`config.mk`:
```
export PLATFORM = sky130hd
export DESIGN_NAME = reg_sequencer_flat
export DESIGN_NICKNAME = d
export VERILOG_FILES = /design/src/rtl/reg_sequencer_if.sv /design/src/rtl/reg_sequencer.sv /design/src/flat_wrapper.sv
export SDC_FILE = /design/constraint.sdc
export NUM_CORES = 1
export LEC_CHECK = 0
export BUFFER_PORTS_ARGS = -buffer_cell sky130_fd_sc_hd__buf_4
export CAP_MARGIN = 20
export CORE_ASPECT_RATIO = 2
export CORE_MARGIN = 4
export CORE_UTILIZATION = 50
export DETAILED_ROUTE_END_ITERATION = 8
export GPL_TIMING_DRIVEN = 0
export PLACE_DENSITY_LB_ADDON = 0.25
export SLEW_MARGIN = 40
export SYNTH_ARGS = -nofsm -noshare
export SYNTH_HDL_FRONTEND = slang
export SYNTH_SLANG_ARGS = --single-unit
```
`constraint.sdc`:
```
create_clock -name clk -period 3.5 [get_ports clk]
set_input_delay 0.175 -clock clk [delete_from_list [all_inputs] [get_ports clk]]
set_output_delay 0.175 -clock clk [all_outputs]
set_load 0.005 [all_outputs]
```
`src/rtl/reg_sequencer_if.sv`:
```
// Command handshake and universal-register drive bundle for reg_sequencer.
interface reg_sequencer_if #(parameter int DATA_W = 8);
  logic              CmdValid;
  logic              CmdReady;
  logic [1:0]        CmdOp;
  logic [DATA_W-1:0] CmdData;
  logic [3:0]        CmdCount;
  logic              CmdFill;
  logic              RegSerialOut;
  logic [1:0]        RegisterMode;
  logic [DATA_W-1:0] LoadSignal;
  logic              SerialInput;
  logic [DATA_W-1:0] CapData;
  logic              Done;

  modport master (
    output CmdValid, CmdOp, CmdData, CmdCount, CmdFill, RegSerialOut,
    input  CmdReady, RegisterMode, LoadSignal, SerialInput, CapData, Done
  );

  modport slave (
    input  CmdValid, CmdOp, CmdData, CmdCount, CmdFill, RegSerialOut,
    output CmdReady, RegisterMode, LoadSignal, SerialInput, CapData, Done
  );
endinterface

```
`src/rtl/reg_sequencer.sv`:
```
// Sequences an external universal shift/increment/load register from single commands.
// state | meaning
// IDLE  | ready for a command
// LOAD  | drive parallel load for one cycle
// SHIFT | shift right N cycles, capturing the serial output
// INC   | increment N cycles
// DONE  | one-cycle completion pulse
module reg_sequencer #(
  parameter int DATA_W = 8
) (
  input  logic           clk,
  input  logic           clr,
  reg_sequencer_if.slave bus
);

  typedef enum logic [2:0] {
    S_IDLE  = 3'd0,
    S_LOAD  = 3'd1,
    S_SHIFT = 3'd2,
    S_INC   = 3'd3,
    S_DONE  = 3'd4
  } state_t;

  state_t            r_state;
  state_t            w_next;
  logic [3:0]        r_cnt;
  logic              r_fill;
  logic [1:0]        r_mode;
  logic [DATA_W-1:0] r_load;
  logic              r_sin;
  logic [DATA_W-1:0] r_cap;
  logic              r_done;

  logic              w_accept;
  logic [3:0]        w_eff_cnt;
  logic [1:0]        w_mode_nxt;
  logic [DATA_W-1:0] w_load_nxt;
  logic              w_sin_nxt;

  assign w_accept  = bus.CmdValid && (r_state == S_IDLE);
  assign w_eff_cnt = ((bus.CmdCount == 4'd0) || (bus.CmdCount > 4'd8)) ? 4'd8 : bus.CmdCount;

  always_ff @(posedge clk or posedge clr) begin
    if (clr) r_state <= S_IDLE;
    else     r_state <= w_next;
  end

  // Outputs are computed from the next state and registered, so they never glitch.
  always_comb begin
    w_next     = r_state;
    w_mode_nxt = 2'b00;
    w_load_nxt = '0;
    w_sin_nxt  = 1'b0;
    case (r_state)
      S_IDLE: begin
        if (w_accept) begin
          case (bus.CmdOp)
            2'b11:   w_next = S_LOAD;
            2'b01:   w_next = S_SHIFT;
            2'b10:   w_next = S_INC;
            default: w_next = S_DONE;
          endcase
        end
      end
      S_LOAD:          w_next = S_DONE;
      S_SHIFT, S_INC:  if (r_cnt <= 4'd1) w_next = S_DONE;
      S_DONE:          w_next = S_IDLE;
      default:         w_next = S_IDLE;
    endcase
    case (w_next)
      S_LOAD: begin
        w_mode_nxt = 2'b11;
        w_load_nxt = bus.CmdData;  // LOAD is only entered straight from an accept
      end
      S_SHIFT: begin
        w_mode_nxt = 2'b01;
        w_sin_nxt  = (r_state == S_IDLE) ? bus.CmdFill : r_fill;
      end
      S_INC:   w_mode_nxt = 2'b10;
      default: w_mode_nxt = 2'b00;
    endcase
  end

  always_ff @(posedge clk or posedge clr) begin
    if (clr) begin
      r_cnt  <= 4'd0;
      r_fill <= 1'b0;
      r_mode <= 2'b00;
      r_load <= '0;
      r_sin  <= 1'b0;
      r_cap  <= '0;
      r_done <= 1'b0;
    end else begin
      r_mode <= w_mode_nxt;
      r_load <= w_load_nxt;
      r_sin  <= w_sin_nxt;
      r_done <= (w_next == S_DONE);
      if (w_accept) begin
        r_fill <= bus.CmdFill;
        r_cnt  <= (bus.CmdOp == 2'b01 || bus.CmdOp == 2'b10) ? w_eff_cnt : 4'd0;
        if (bus.CmdOp == 2'b01) r_cap <= '0;
      end else if (r_state == S_SHIFT || r_state == S_INC) begin
        r_cnt <= r_cnt - 4'd1;
        if (r_state == S_SHIFT) r_cap <= {bus.RegSerialOut, r_cap[DATA_W-1:1]};
      end
    end
  end

  assign bus.CmdReady     = (r_state == S_IDLE) && !clr;
  assign bus.RegisterMode = r_mode;
  assign bus.LoadSignal   = r_load;
  assign bus.SerialInput  = r_sin;
  assign bus.CapData      = r_cap;
  assign bus.Done         = r_done;

endmodule

```
`src/flat_wrapper.sv`:
```
// flat-port wrapper written by rule: the top's interface ports become plain ports
module reg_sequencer_flat 
#(
  parameter int DATA_W = 8
)
  (clk, clr, bus_CmdValid, bus_CmdOp, bus_CmdData, bus_CmdCount, bus_CmdFill, bus_RegSerialOut, bus_CmdReady, bus_RegisterMode, bus_LoadSignal, bus_SerialInput, bus_CapData, bus_Done);
  reg_sequencer_if #(.DATA_W(DATA_W)) bus_i ();
  input  logic clk;
  input  logic clr;
  input wire logic [$bits(bus_i.CmdValid)-1:0] bus_CmdValid;
  input wire logic [$bits(bus_i.CmdOp)-1:0] bus_CmdOp;
  input wire logic [$bits(bus_i.CmdData)-1:0] bus_CmdData;
  input wire logic [$bits(bus_i.CmdCount)-1:0] bus_CmdCount;
  input wire logic [$bits(bus_i.CmdFill)-1:0] bus_CmdFill;
  input wire logic [$bits(bus_i.RegSerialOut)-1:0] bus_RegSerialOut;
  output wire logic [$bits(bus_i.CmdReady)-1:0] bus_CmdReady;
  output wire logic [$bits(bus_i.RegisterMode)-1:0] bus_RegisterMode;
  output wire logic [$bits(bus_i.LoadSignal)-1:0] bus_LoadSignal;
  output wire logic [$bits(bus_i.SerialInput)-1:0] bus_SerialInput;
  output wire logic [$bits(bus_i.CapData)-1:0] bus_CapData;
  output wire logic [$bits(bus_i.Done)-1:0] bus_Done;
  assign bus_i.CmdValid = bus_CmdValid;
  assign bus_i.CmdOp = bus_CmdOp;
  assign bus_i.CmdData = bus_CmdData;
  assign bus_i.CmdCount = bus_CmdCount;
  assign bus_i.CmdFill = bus_CmdFill;
  assign bus_i.RegSerialOut = bus_RegSerialOut;
  assign bus_CmdReady = bus_i.CmdReady;
  assign bus_RegisterMode = bus_i.RegisterMode;
  assign bus_LoadSignal = bus_i.LoadSignal;
  assign bus_SerialInput = bus_i.SerialInput;
  assign bus_CapData = bus_i.CapData;
  assign bus_Done = bus_i.Done;
  reg_sequencer #(.DATA_W(DATA_W)) u_core (.clk(clk), .clr(clr), .bus(bus_i));
endmodule
```
==> results by stage, run 1 <==
Critical path:
- In this run the worst path has a maximum fanout of 10.
- Data on the critical path is required at its endpoint by 3670 ps.
- The endpoint class of the critical path is a flip-flop.
- Walking the worst path, the cells encountered are buf_2 -> nor4b_2 -> nand2_1 -> and3b_1.
- The signal arrival time at the worst endpoint is 1940 ps.
- The critical path is of the flip-flop to flip-flop type.
- The kind of cell with the highest combined delay along the critical path is simple AND/OR/NAND/NOR gates.
- On the worst path, the slowest cell contributes a delay of 710 ps.
- The startpoint type of the worst setup path is a flip-flop.
- The number of buffers and inverters on the critical path is 1.
- The slowest stage of the critical path is the nor4b_2 cell.

STA:
- The post-route worst setup slack is 1730 ps.
- The worst path uses 50.6% of the clock period.
- Setup violations remaining at the end of the flow were counted as 0.
- Measured against its own limit, the worst slew margin works out to 49.7%.
- Static timing analysis puts the maximum clock frequency at 564 MHz.
- The worst clock skew is 1.55 ps.
- The summed negative setup slack over all endpoints is 0 ps.
- The count of endpoints failing hold in the final timing report is 0.
- After layout, the minimum clock period comes to 1770 ps.
- The number of max-slew violations in the final report is 0.
- The transition at the pin with the smallest max-transition slack is 752 ps.
- Setup repair after global routing left no endpoint under its margin.

Final layout:
- The post-route core utilization is 66.3%.
- In the final design database the tool counted 181 nets.
- The design area is 1680 um^2.
- The number of antenna diodes in the final layout is 0.
- The area growth from synthesis to layout is 29.1%.
- Cells with a size suffix above 1 make up 39.0% of the layout.
- The total of fill cells in the finished design is 195.

Logic synthesis:
- In this run the mean area of a mapped cell was 11.7 um^2.
- The dominant combinational cell family by area after synthesis is simple AND/OR/NAND/NOR gates.
- The synthesized netlist devotes 0.672% of its cell area to XOR and XNOR gates.
- The sequential-to-total area share from yosys stat is 53.7%.
- The count of state elements after synthesis is 28.
- The dominant synthesized flop cell is dfrtp_1.
- The arithmetic-cell share of the synthesized area counting full adders, half adders and majority gates is 5.76%.
- In this run, distinct cell masters in the synthesized netlist total 34.
- The area share of and/or/nand/nor cells after synthesis is 19.8%.
- Synthesis produced a netlist with a net count of 136.
- In this run the cell area of the synthesized design comes to 1300 um^2.
- The share of synthesized registers carrying an async set or reset is 100%.
- The synthesized netlist devotes 14.2% of its cell area to compound gates.
- The instance count of the mapped netlist is 111.
- The Yosys step of the flow raised 0 warnings.
- The post-synthesis mux area share is 1.63%.
- In this run, synthesis inferred 0 flip-flops with an integrated enable.

Clock network:
- The total of cells resized after clock tree synthesis is 0.
- TritonCTS built the clock tree.
- The TritonCTS sink count is 28.
- The cell chosen for the clock root is clkbuf_8.
- CTS built an H-tree with a depth of 1.
- The number of hold buffers added after cts is 1.
- The maximum root-to-sink buffer count is 2.
- In this run the post-CTS setup repair buffer count came out at 0.
- The number of buffers created by CTS is 3.
- Clock-pin slew was measured on the worst setup and hold paths at 90 ps.
- For the worst-skew pair, the clock arrives at the later sink with an insertion delay of 270 ps.

GRT:
- The via count of the first global-routing pass was 1,055.
- The number of antenna violations at the first check in global routing came to 0.
- After global routing the overflow that remains totals 0.
- The pin count of the biggest net entering global routing is 29.
- The wire length of the first global-routing pass is 4.67 mm.
- The total global-route track usage is 17.6%.

Place:
- Routability-driven placement finished with a final weighted congestion of 0.828.
- The placed instances occupy a cell area of 1630 um^2.
- At the placement stage, the worst setup path has a slack of 1730 ps.
- The estimated wirelength of the detail-placed design is 2.20 mm.
- In this run the tool buffered the top-level ports with 39 buffer cells.

Die:
- The die width is 44.1 um.
- The initial cell density of the core is 51.4%.
- The full die area is 3540 um^2.
- The core outline area is 2540 um^2.
- The site row count is 26.
- The top-level I/O count is 40.
- The floorplan step set the die height to 80.2 um.

Run:
- The number of max-capacitance violations reported is 0.

Drt:
- The detailed router finished its first iteration with 20 violations.
- The overall via count from detail_route is 1,015.
- The number of DRC violations after detailed routing is 0.
- The routed wirelength normalized by instance count is 15.4 um.
- The number of search-and-repair iterations in the first detailed-routing pass is 4.
- The routed wire length is 2.80 mm.
- The detail route stage leaves a number of antenna-violating nets equal to 0.
- The via-per-instance ratio is 5.58.

Power:
- The leakage power total is 0.863 nW.
- The worst-case IR drop observed on VDD is 381 uV.
- The power density over the cells is 644 nW/um^2.

Status:
- The flow ran to the end, and the final reports show no timing, DRC or antenna violations.

Hold path:
- The worst hold path belongs to the class input port to flip-flop.
==> registers in the layout, indices dropped and copies added (netlist names) <==
| name | cells |
|---|---|
| u_core.r_cnt | 4 |
| u_core.bus.RegisterMode | 2 |
| u_core.r_state | 3 |
| u_core.bus.CapData | 8 |
| u_core.r_fill | 1 |
| u_core.bus.LoadSignal | 8 |
| u_core.bus.Done | 1 |
| u_core.bus.SerialInput | 1 |
==> cells in the final DEF (no fill, tap or decap), drive strengths merged, types with 3 or more instances in the layout <==
cell type / synthesis / layout
a21oi: 5 / 5
a22o: 8 / 8
and2: 8 / 8
buf: 4 / 43
clkbuf: 1 / 4
dfrtp: 28 / 28
ha: 6 / 6
inv: 5 / 5
nand2: 5 / 5
nor2b: 3 / 3
nor3: 5 / 5
o21ai: 5 / 5
or2: 3 / 3
==> synth_stat cells, drive strengths merged, types with 2 or more instances <==
cell type | count | area (um^2)
o211ai | 2 | 15.0
nor4b | 2 | 23.8
nand3b | 2 | 15.0
or2 | 3 | 18.8
a21oi | 5 | 25.0
dfrtp | 28 | 701
a22o | 8 | 70.1
nor2b | 3 | 18.8
and2 | 8 | 50.1
ha | 6 | 75.1
a31o | 2 | 17.5
buf | 4 | 32.5
nor3 | 5 | 36.3
nand2 | 5 | 18.8
nand3 | 2 | 10.0
or4b | 2 | 23.8
o21ai | 5 | 25.0
a211oi | 2 | 15.0
nor2 | 2 | 7.51
inv | 5 | 18.8
==> worst reg2reg max path, cell delays in order, from the launching register on <==
cell     delay [ps]
dfrtp_1         400
buf_2           190
nor4b_2         710
nand2_1         160
and3b_1         220
==> per-stage QoR <==
| step | power (mW) | instances | hold WS (ps) |
|---|---|---|---|
| floorplan | 0.740 | 111 | 240 |
| global placement | 0.898 | 178 | 383 |
| detailed placement | 0.922 | 178 | 285 |
| CTS | 1.09 | 182 | 106 |
| global route | 1.16 | 182 | 96.0 |
| finish | 1.08 | 182 | 105 |
==> layer usage <==
metal	track usage, %	part of all wire [%]	vias to the layer above
met4	9.06	3.8	0
met5	0	0	-
met1	19.0	36	485
met3	3.14	5.7	11
met2	31.1	55	38
li1	-	-	481
==> cell type report <==
type	instances	area [um^2]	share of cell area [%]
Sequential cell	28	701	41.6
Multi-Input combinational cell	73	548	32.6
Timing Repair Buffer	40	303	18.0
Clock buffer	3	41.3	2.45
Buffer	5	36.3	2.16
Tap cell	28	35.0	2.08
Inverter	5	18.8	1.12
==> path summary, 6_finish.rpt <==
path,slack (ps),startpoint,depth (start not counted),to
setup / recovery,1730,u_core.r_state[2],4,u_core.bus.Done
hold / removal,100,bus_CmdData[2],2,u_core.bus.LoadSignal[2]
setup reg to reg,1730,u_core.r_state[2],4,u_core.bus.Done
hold reg to reg,490,u_core.r_fill,2,u_core.r_fill
max in group asynchronous,2610,clr,3,u_core.r_cnt[1]
min in group asynchronous,530,clr,3,u_core.bus.CapData[6]
==> kinds of logic after synthesis <==
family | count (synthesis)
buffers and inverters | 10
AO/OA/AOI/OAI | 26
flip-flops | 28
adder cells (fa/ha/maj) | 6
XOR/XNOR | 1
AND/OR/NAND/NOR | 38
multiplexers | 2
==> power breakdown <==
group          leakage [nW]  switching [mW]  internal (mW)
Sequential            0.377          0.0632          0.412
Clock                0.0216          0.0920         0.0773
Combinational         0.465           0.208          0.231
No activity file was read; power rests on OpenSTA's default activity.
==> inputs of run 2 (changes only) <==
==> constraint.sdc (replaced) <==
create_clock -name clk -period 1.8 [get_ports clk]
set_input_delay 0.09 -clock clk [delete_from_list [all_inputs] [get_ports clk]]
set_output_delay 0.09 -clock clk [all_outputs]
set_load 0.005 [all_outputs]
==> results by stage, run 2 (synthesis results as in run 1) <==
STA:
- At the pin with the least slew margin, the transition time is 559 ps.
- The count of endpoints failing hold in the final timing report is 0.
- Setup repair after global routing left no endpoint under its margin.
- The smallest clock period supported by the final layout is computed as 1700 ps.
- Headroom to the max-slew limit came out at 62.7%.
- The maximum clock frequency is 590 MHz.
- After layout, the worst setup slack is 104 ps.
- The worst path uses 94.2% of the clock period.
- Between clock sinks in the finished design, the worst skew comes to 1.77 ps.
- The number of max-slew violations in the final report was 0.
- Setup violations remaining at the end of the flow were counted as 0.
- Summed over all failing endpoints, the final setup total negative slack is 0 ps.

Die:
- The die covers 3540 um^2.
- The floorplan step set the die width to 44.1 um.
- The core outline area is 2540 um^2.
- The initial cell density of the core is 51.4%.
- The site row count is 26.
- The top-level I/O count is 40.
- The y dimension of the die is 80.2 um.

Critical path:
- The type of the worst setup path is flip-flop to flip-flop.
- The worst register-to-register path ends at u_core.bus.LoadSignal[3].
- Data on the critical path arrives at its endpoint at 1910 ps.
- The startpoint type of the worst setup path is a flip-flop.
- The startpoint of the worst register-to-register path is u_core.r_state[0].
- The path depth of the worst reg2reg path is 5.
- The endpoint class of the critical path is a flip-flop.
- In this run the worst setup path terminates at u_core.bus.LoadSignal[3].
- The largest fanout of any net on the critical path is 9.
- In this run the worst setup path begins at u_core.r_state[0].
- The setup slack of the most critical reg-to-reg path is 100 ps.
- The required time of the critical path is 2010 ps.

Power:
- The leakage power total is 0.868 nW.
- In this run the power density over the cells is 1260 nW/um^2.
- Across the VDD grid, the largest voltage drop is 740 uV.

Drt:
- The routed layout has 1,027 vias.
- The number of search-and-repair iterations in the first detailed-routing pass is 4.
- Once detail routing completed, the nets flagged for antenna violations numbered 0.
- In the routed design, unresolved DRC markers number 0.
- The via-per-instance ratio is 5.64.
- The violation count after the first detailed-route iteration is 22.
- Dividing the detail-routed wire length by the instance count gives 15.4 um.
- Wires add up to 2.80 mm.

Hold path:
- The classification of the worst-slack hold path is input port to flip-flop.

GRT:
- The pin count of the biggest net entering global routing is 29.
- The number of antenna violations at the first check in global routing came to 0.
- The via count of the first global-routing pass is 1,055.
- Across every metal layer, demand over resource in global routing totals 17.6%.
- The remaining global-route overflow is 0.
- The first global-routing pass estimated 4.67 mm of wire.

Clock network:
- TritonCTS built the clock tree.
- CTS saw 28 sinks.
- Clock-pin slew was measured on the worst setup and hold paths at 90 ps.
- CTS built an H-tree with a depth of 1.
- The clock reaches the later pin of the worst-skew pair after 270 ps.
- In this run the deepest clock path goes through 2 buffers.
- In this run the clock root is driven by a clkbuf_8.
- In this run the post-CTS setup repair buffer count came out at 0.
- The number of buffers created by CTS is 3.

Final layout:
- The area added between synthesis and finish is 30.2%.
- The most common cell after layout, fill and taps aside is buf_4.
- The area taken by flip-flops and latches is 701 um^2.
- The multi-input combinational cells in the finished layout cover a total of 563 um^2.
- The final net count is 181.
- The top cell types in the final layout, fill and taps aside, are 39 x buf_4, 28 x dfrtp_1, 8 x a22o_1, 8 x and2_1, 6 x ha_1.
- The number of antenna diodes in the final layout is 0.
- The total of fill cells in the finished design is 191.
- In the final layout, the share of cells above drive strength 1 is 39.0%.

Run:
- The tool flagged a number of max-cap violations equal to 0.

Place:
- Summed over all nets, the half-perimeter wirelength after detailed placement is 2.20 mm.
- The count of port buffers added during placement is 39.
- The post-place setup slack is 33.7 ps.
- The weighted congestion at the end of routability-driven global placement is 0.828.

Status:
- The run finished with clean final reports.
## run 2: per-stage QoR
step / instance area, um^2 / total power, mW / hold slack (ps) / instances / util [%]
after global routing: 1700 / 2.27 / 11.0 / 182 / 66.9
final: 1700 / 2.13 / 19.6 / 182 / 66.9
after global placement: 1630 / 1.75 / 298 / 178 / 64.3
after CTS: 1680 / 2.12 / 20.7 / 182 / 66.3
after detailed placement: 1630 / 1.79 / 200 / 178 / 64.3
after floorplan: 1300 / 1.44 / 155 / 111 / -
## run 2: layout make-up
cell class,count,area share [%]
multi-input cells,73,33.2
plain buffers,5,2.14
clock buffers,3,2.43
flip-flops and latches,28,41.3
repair buffers,40,17.8
well taps,28,2.06
inverters,5,1.11
## run 2: worst min path at each step
stage	startpoint	cells after the start	slack (ps)	to
5_1_grt	bus_CmdData[4]	2	10	u_core.bus.LoadSignal[4]
2_1_floorplan	clr	1	160	u_core.bus.CapData[0]
3_3_place_gp	bus_CmdFill	3	300	u_core.r_fill
6_report	bus_CmdData[2]	2	20	u_core.bus.LoadSignal[2]
3_5_place_dp	clr	2	200	u_core.bus.RegisterMode[1]
4_1_cts	bus_CmdFill	3	20	u_core.r_fill
## run 2: what timing repair did
| item | CTS | global route |
|---|---|---|
| gates resized for setup | 0 | 2 |
| endpoints found under the setup margin | 0 | 7 |
| hold endpoints to repair | 28 | 0 |
| hold buffers | 1 | 0 |
## run 2: report_power, final
part           switching, mW  internal, mW  total [mW]
Sequential             0.123         0.801       0.924
Clock                  0.179         0.150       0.329
Combinational          0.415         0.463       0.878
## run 2: per-layer routing
metal  vias to the layer above  GRT usage (%)  wire (um)
met4                         0           9.06        102
met3                        11           3.14        159
met1                       493           19.0        996
li1                        481              -          -
met2                        42           31.1       1550
met5                         -              0          0
## run 2: worst max-delay path: stages (launching register included)
cell and delay, ps:
dfrtp_1 380, buf_6 140, or4b_4 510, buf_6 150, nor3_4 280, and2_1 180
==> inputs of run 3 (changes only) <==
==> constraint.sdc (replaced) <==
create_clock -name clk -period 1.67 [get_ports clk]
set_input_delay 0.0835 -clock clk [delete_from_list [all_inputs] [get_ports clk]]
set_output_delay 0.0835 -clock clk [all_outputs]
set_load 0.005 [all_outputs]
==> results by stage, run 3 (synthesis results as in run 1) <==
GRT:
- The number of antenna violations at the first check in global routing was 0.
- For this run the aggregate overflow at the end of global routing stands at 0.
- The via count of the first global-routing pass is 1,057.
- The total global-route track usage is 17.6%.
- Entering global routing, the biggest net connects 29 pins.
- The first global-routing pass estimated 4.67 mm of wire.

Power:
- The maximum vdd ir drop is 898 uV.
- The design draws 2.37 mW.
- For this design the static power due to leakage is 0.896 nW.
- The power density over the cells is 1360 nW/um^2.

Place:
- In this run the cell area measured after placement is 1630 um^2.
- Including well taps, the total number of placed cells is 178.
- At the end of routability-driven placement, the weighted congestion stood at 0.828.
- After legalization and detailed placement, the total HPWL measured 2.20 mm.
- The count of buffers added on input and output ports is 39.

Die:
- The y dimension of the die is 80.2 um.
- The site row count is 26.
- The initial cell density of the core is 51.4%.
- Measured along the x axis, the die boundary spans 44.1 um.
- The total area inside the core boundary comes to 2540 um^2.
- The top-level I/O count is 40.
- The die covers 3540 um^2.

Critical path:
- The signal on the critical path passes through buf_6 -> or4b_4 -> nor3_4 -> and2_4.
- Data on the critical path arrives at its endpoint at 1860 ps.
- On the worst path, the slowest cell contributes a delay of 570 ps.
- STA classifies the critical path endpoint as a flip-flop.
- The largest fanout of any net on the critical path is 8.
- The required time of the critical path is 1890 ps.
- The setup path with the least slack is of type flip-flop to flip-flop.
- The worst-path cell with the longest stage delay is or4b_4.
- The worst setup path is launched from a flip-flop.

STA:
- The count of endpoints failing hold in the final timing report is 0.
- Of the available clock period, the critical path in the final layout requires 98.0%.
- Based on the critical path, the design can be clocked at up to 611 MHz.
- The number of max-slew violations in the final report is 0.
- The final count of negative-setup-slack endpoints is 0.
- For the pin with the worst max-slew slack, the measured transition is 563 ps.
- Headroom to the max-slew limit came out at 62.4%.
- Setup repair after global routing could not meet its margin everywhere.
- The worst hold slack across all endpoints is 12.3 ps.
- The worst clock skew is 2.35 ps.
- The shortest clock period the worst path allows after layout is 1640 ps.

Drt:
- The number of DRC violations after detailed routing is 0.
- The violation count after the first detailed-route iteration is 19.
- The detail route stage leaves a number of antenna-violating nets equal to 0.
- The detailed router placed 1,034 vias in this run.
- The routed design has 2.93 mm of wire.
- The routed wirelength normalized by instance count is 15.7 um.
- The number of search-and-repair iterations in the first detailed-routing pass is 4.
- In the routed layout, each cell is associated on average with a via count of 5.53.

Final layout:
- Leaving out filler cells and counting taps, the final layout contains 187.
- The final net count is 186.
- The total of fill cells in the finished design is 186.
- The repair_antennas step left the layout with diodes totalling 0.
- The most common cell after layout, fill and taps aside is buf_4.
- The post-route core utilization is 68.8%.
- After routing the design area is 1750 um^2.
- Cells with a size suffix above 1 make up 42.1% of the layout.
- Leaving out fill and tap cells, the most frequent cells in the layout are 46 x buf_4, 28 x dfrtp_1, 8 x a22o_1.
- The area added between synthesis and finish is 33.9%.

Clock network:
- The clock reaches the later pin of the worst-skew pair after 270 ps.
- For this design, the sink count on the clock tree is 28.
- The CTS tree is built.
- CTS placed an instance of clkbuf_8 at the clock tree root.
- After clock tree synthesis, the clock-pin slew on the worst setup and hold paths is 90 ps.
- The number of H-tree levels is 1.
- The maximum root-to-sink buffer count is 2.
- The number of buffers created by CTS is 3.

Hold path:
- The tightest min-delay check is of the input port to flip-flop type.

Run:
- The number of max-capacitance violations reported is 0.

Status:
- The flow ran to the end, and the final reports show no timing, DRC or antenna violations.
==> run 3: layer usage <==
metal  wire length [um]  track usage, %
met3                139            3.14
met5                  0               0
met1               1060            18.7
met4                 89            8.16
met2               1640            32.0
==> run 3: path summary, 6_finish.rpt <==
| check | start | to | slack, ps | cells past startpoint |
|---|---|---|---|---|
| hold / removal | bus_CmdData[2] | u_core.bus.LoadSignal[2] | 10 | 2 |
| setup / recovery | u_core.r_state[0] | u_core.bus.LoadSignal[0] | 30 | 4 |
| min in group asynchronous | clr | u_core.bus.CapData[6] | 430 | 3 |
| setup reg to reg | u_core.r_state[0] | u_core.bus.LoadSignal[0] | 30 | 4 |
| hold reg to reg | u_core.r_fill | u_core.r_fill | 480 | 2 |
| max in group asynchronous | clr | u_core.r_cnt[1] | 860 | 3 |
==> run 3: critical path, delay by kind of cell, from the launching register on <==
family,cells,cell delay (ps)
buf+inv,1,130
flops,1,380
simple gates,3,1070
==> run 3: stage by stage <==
step | setup TNS, ps | setup WS (ps)
finish | 0 | 33.8
detailed placement | -199 | -96.3
floorplan | 0 | 116
global placement | -126 | -89.4
CTS | 0 | 7.88
global route | -135 | -37.9
==> run 3: cell type report <==
cell class | count | area (um^2) | area share, %
inverter | 5 | 18.8 | 1.08
sequential | 28 | 701 | 40.1
timing repair buffer | 46 | 348 | 19.9
clock buffer | 3 | 41.3 | 2.37
tap | 28 | 35.0 | 2.01
multi-input combinational | 73 | 568 | 32.5
buffer | 4 | 33.8 | 1.94
==> run 3: what timing repair did <==
action	4_1_cts	5_1_grt
pin swaps	1	7
resized for setup	2	7
hold buffers	1	0
setup endpoints to repair	13	12
hold endpoints to repair	28	0
buffers inserted	0	6
==> run 3: power breakdown <==
part | switching [mW] | internal (mW) | leakage [nW] | total [mW]
Combinational | 0.461 | 0.549 | 0.498 | 1.01
Clock | 0.199 | 0.162 | 0.0216 | 0.361
Sequential | 0.140 | 0.863 | 0.377 | 1.00
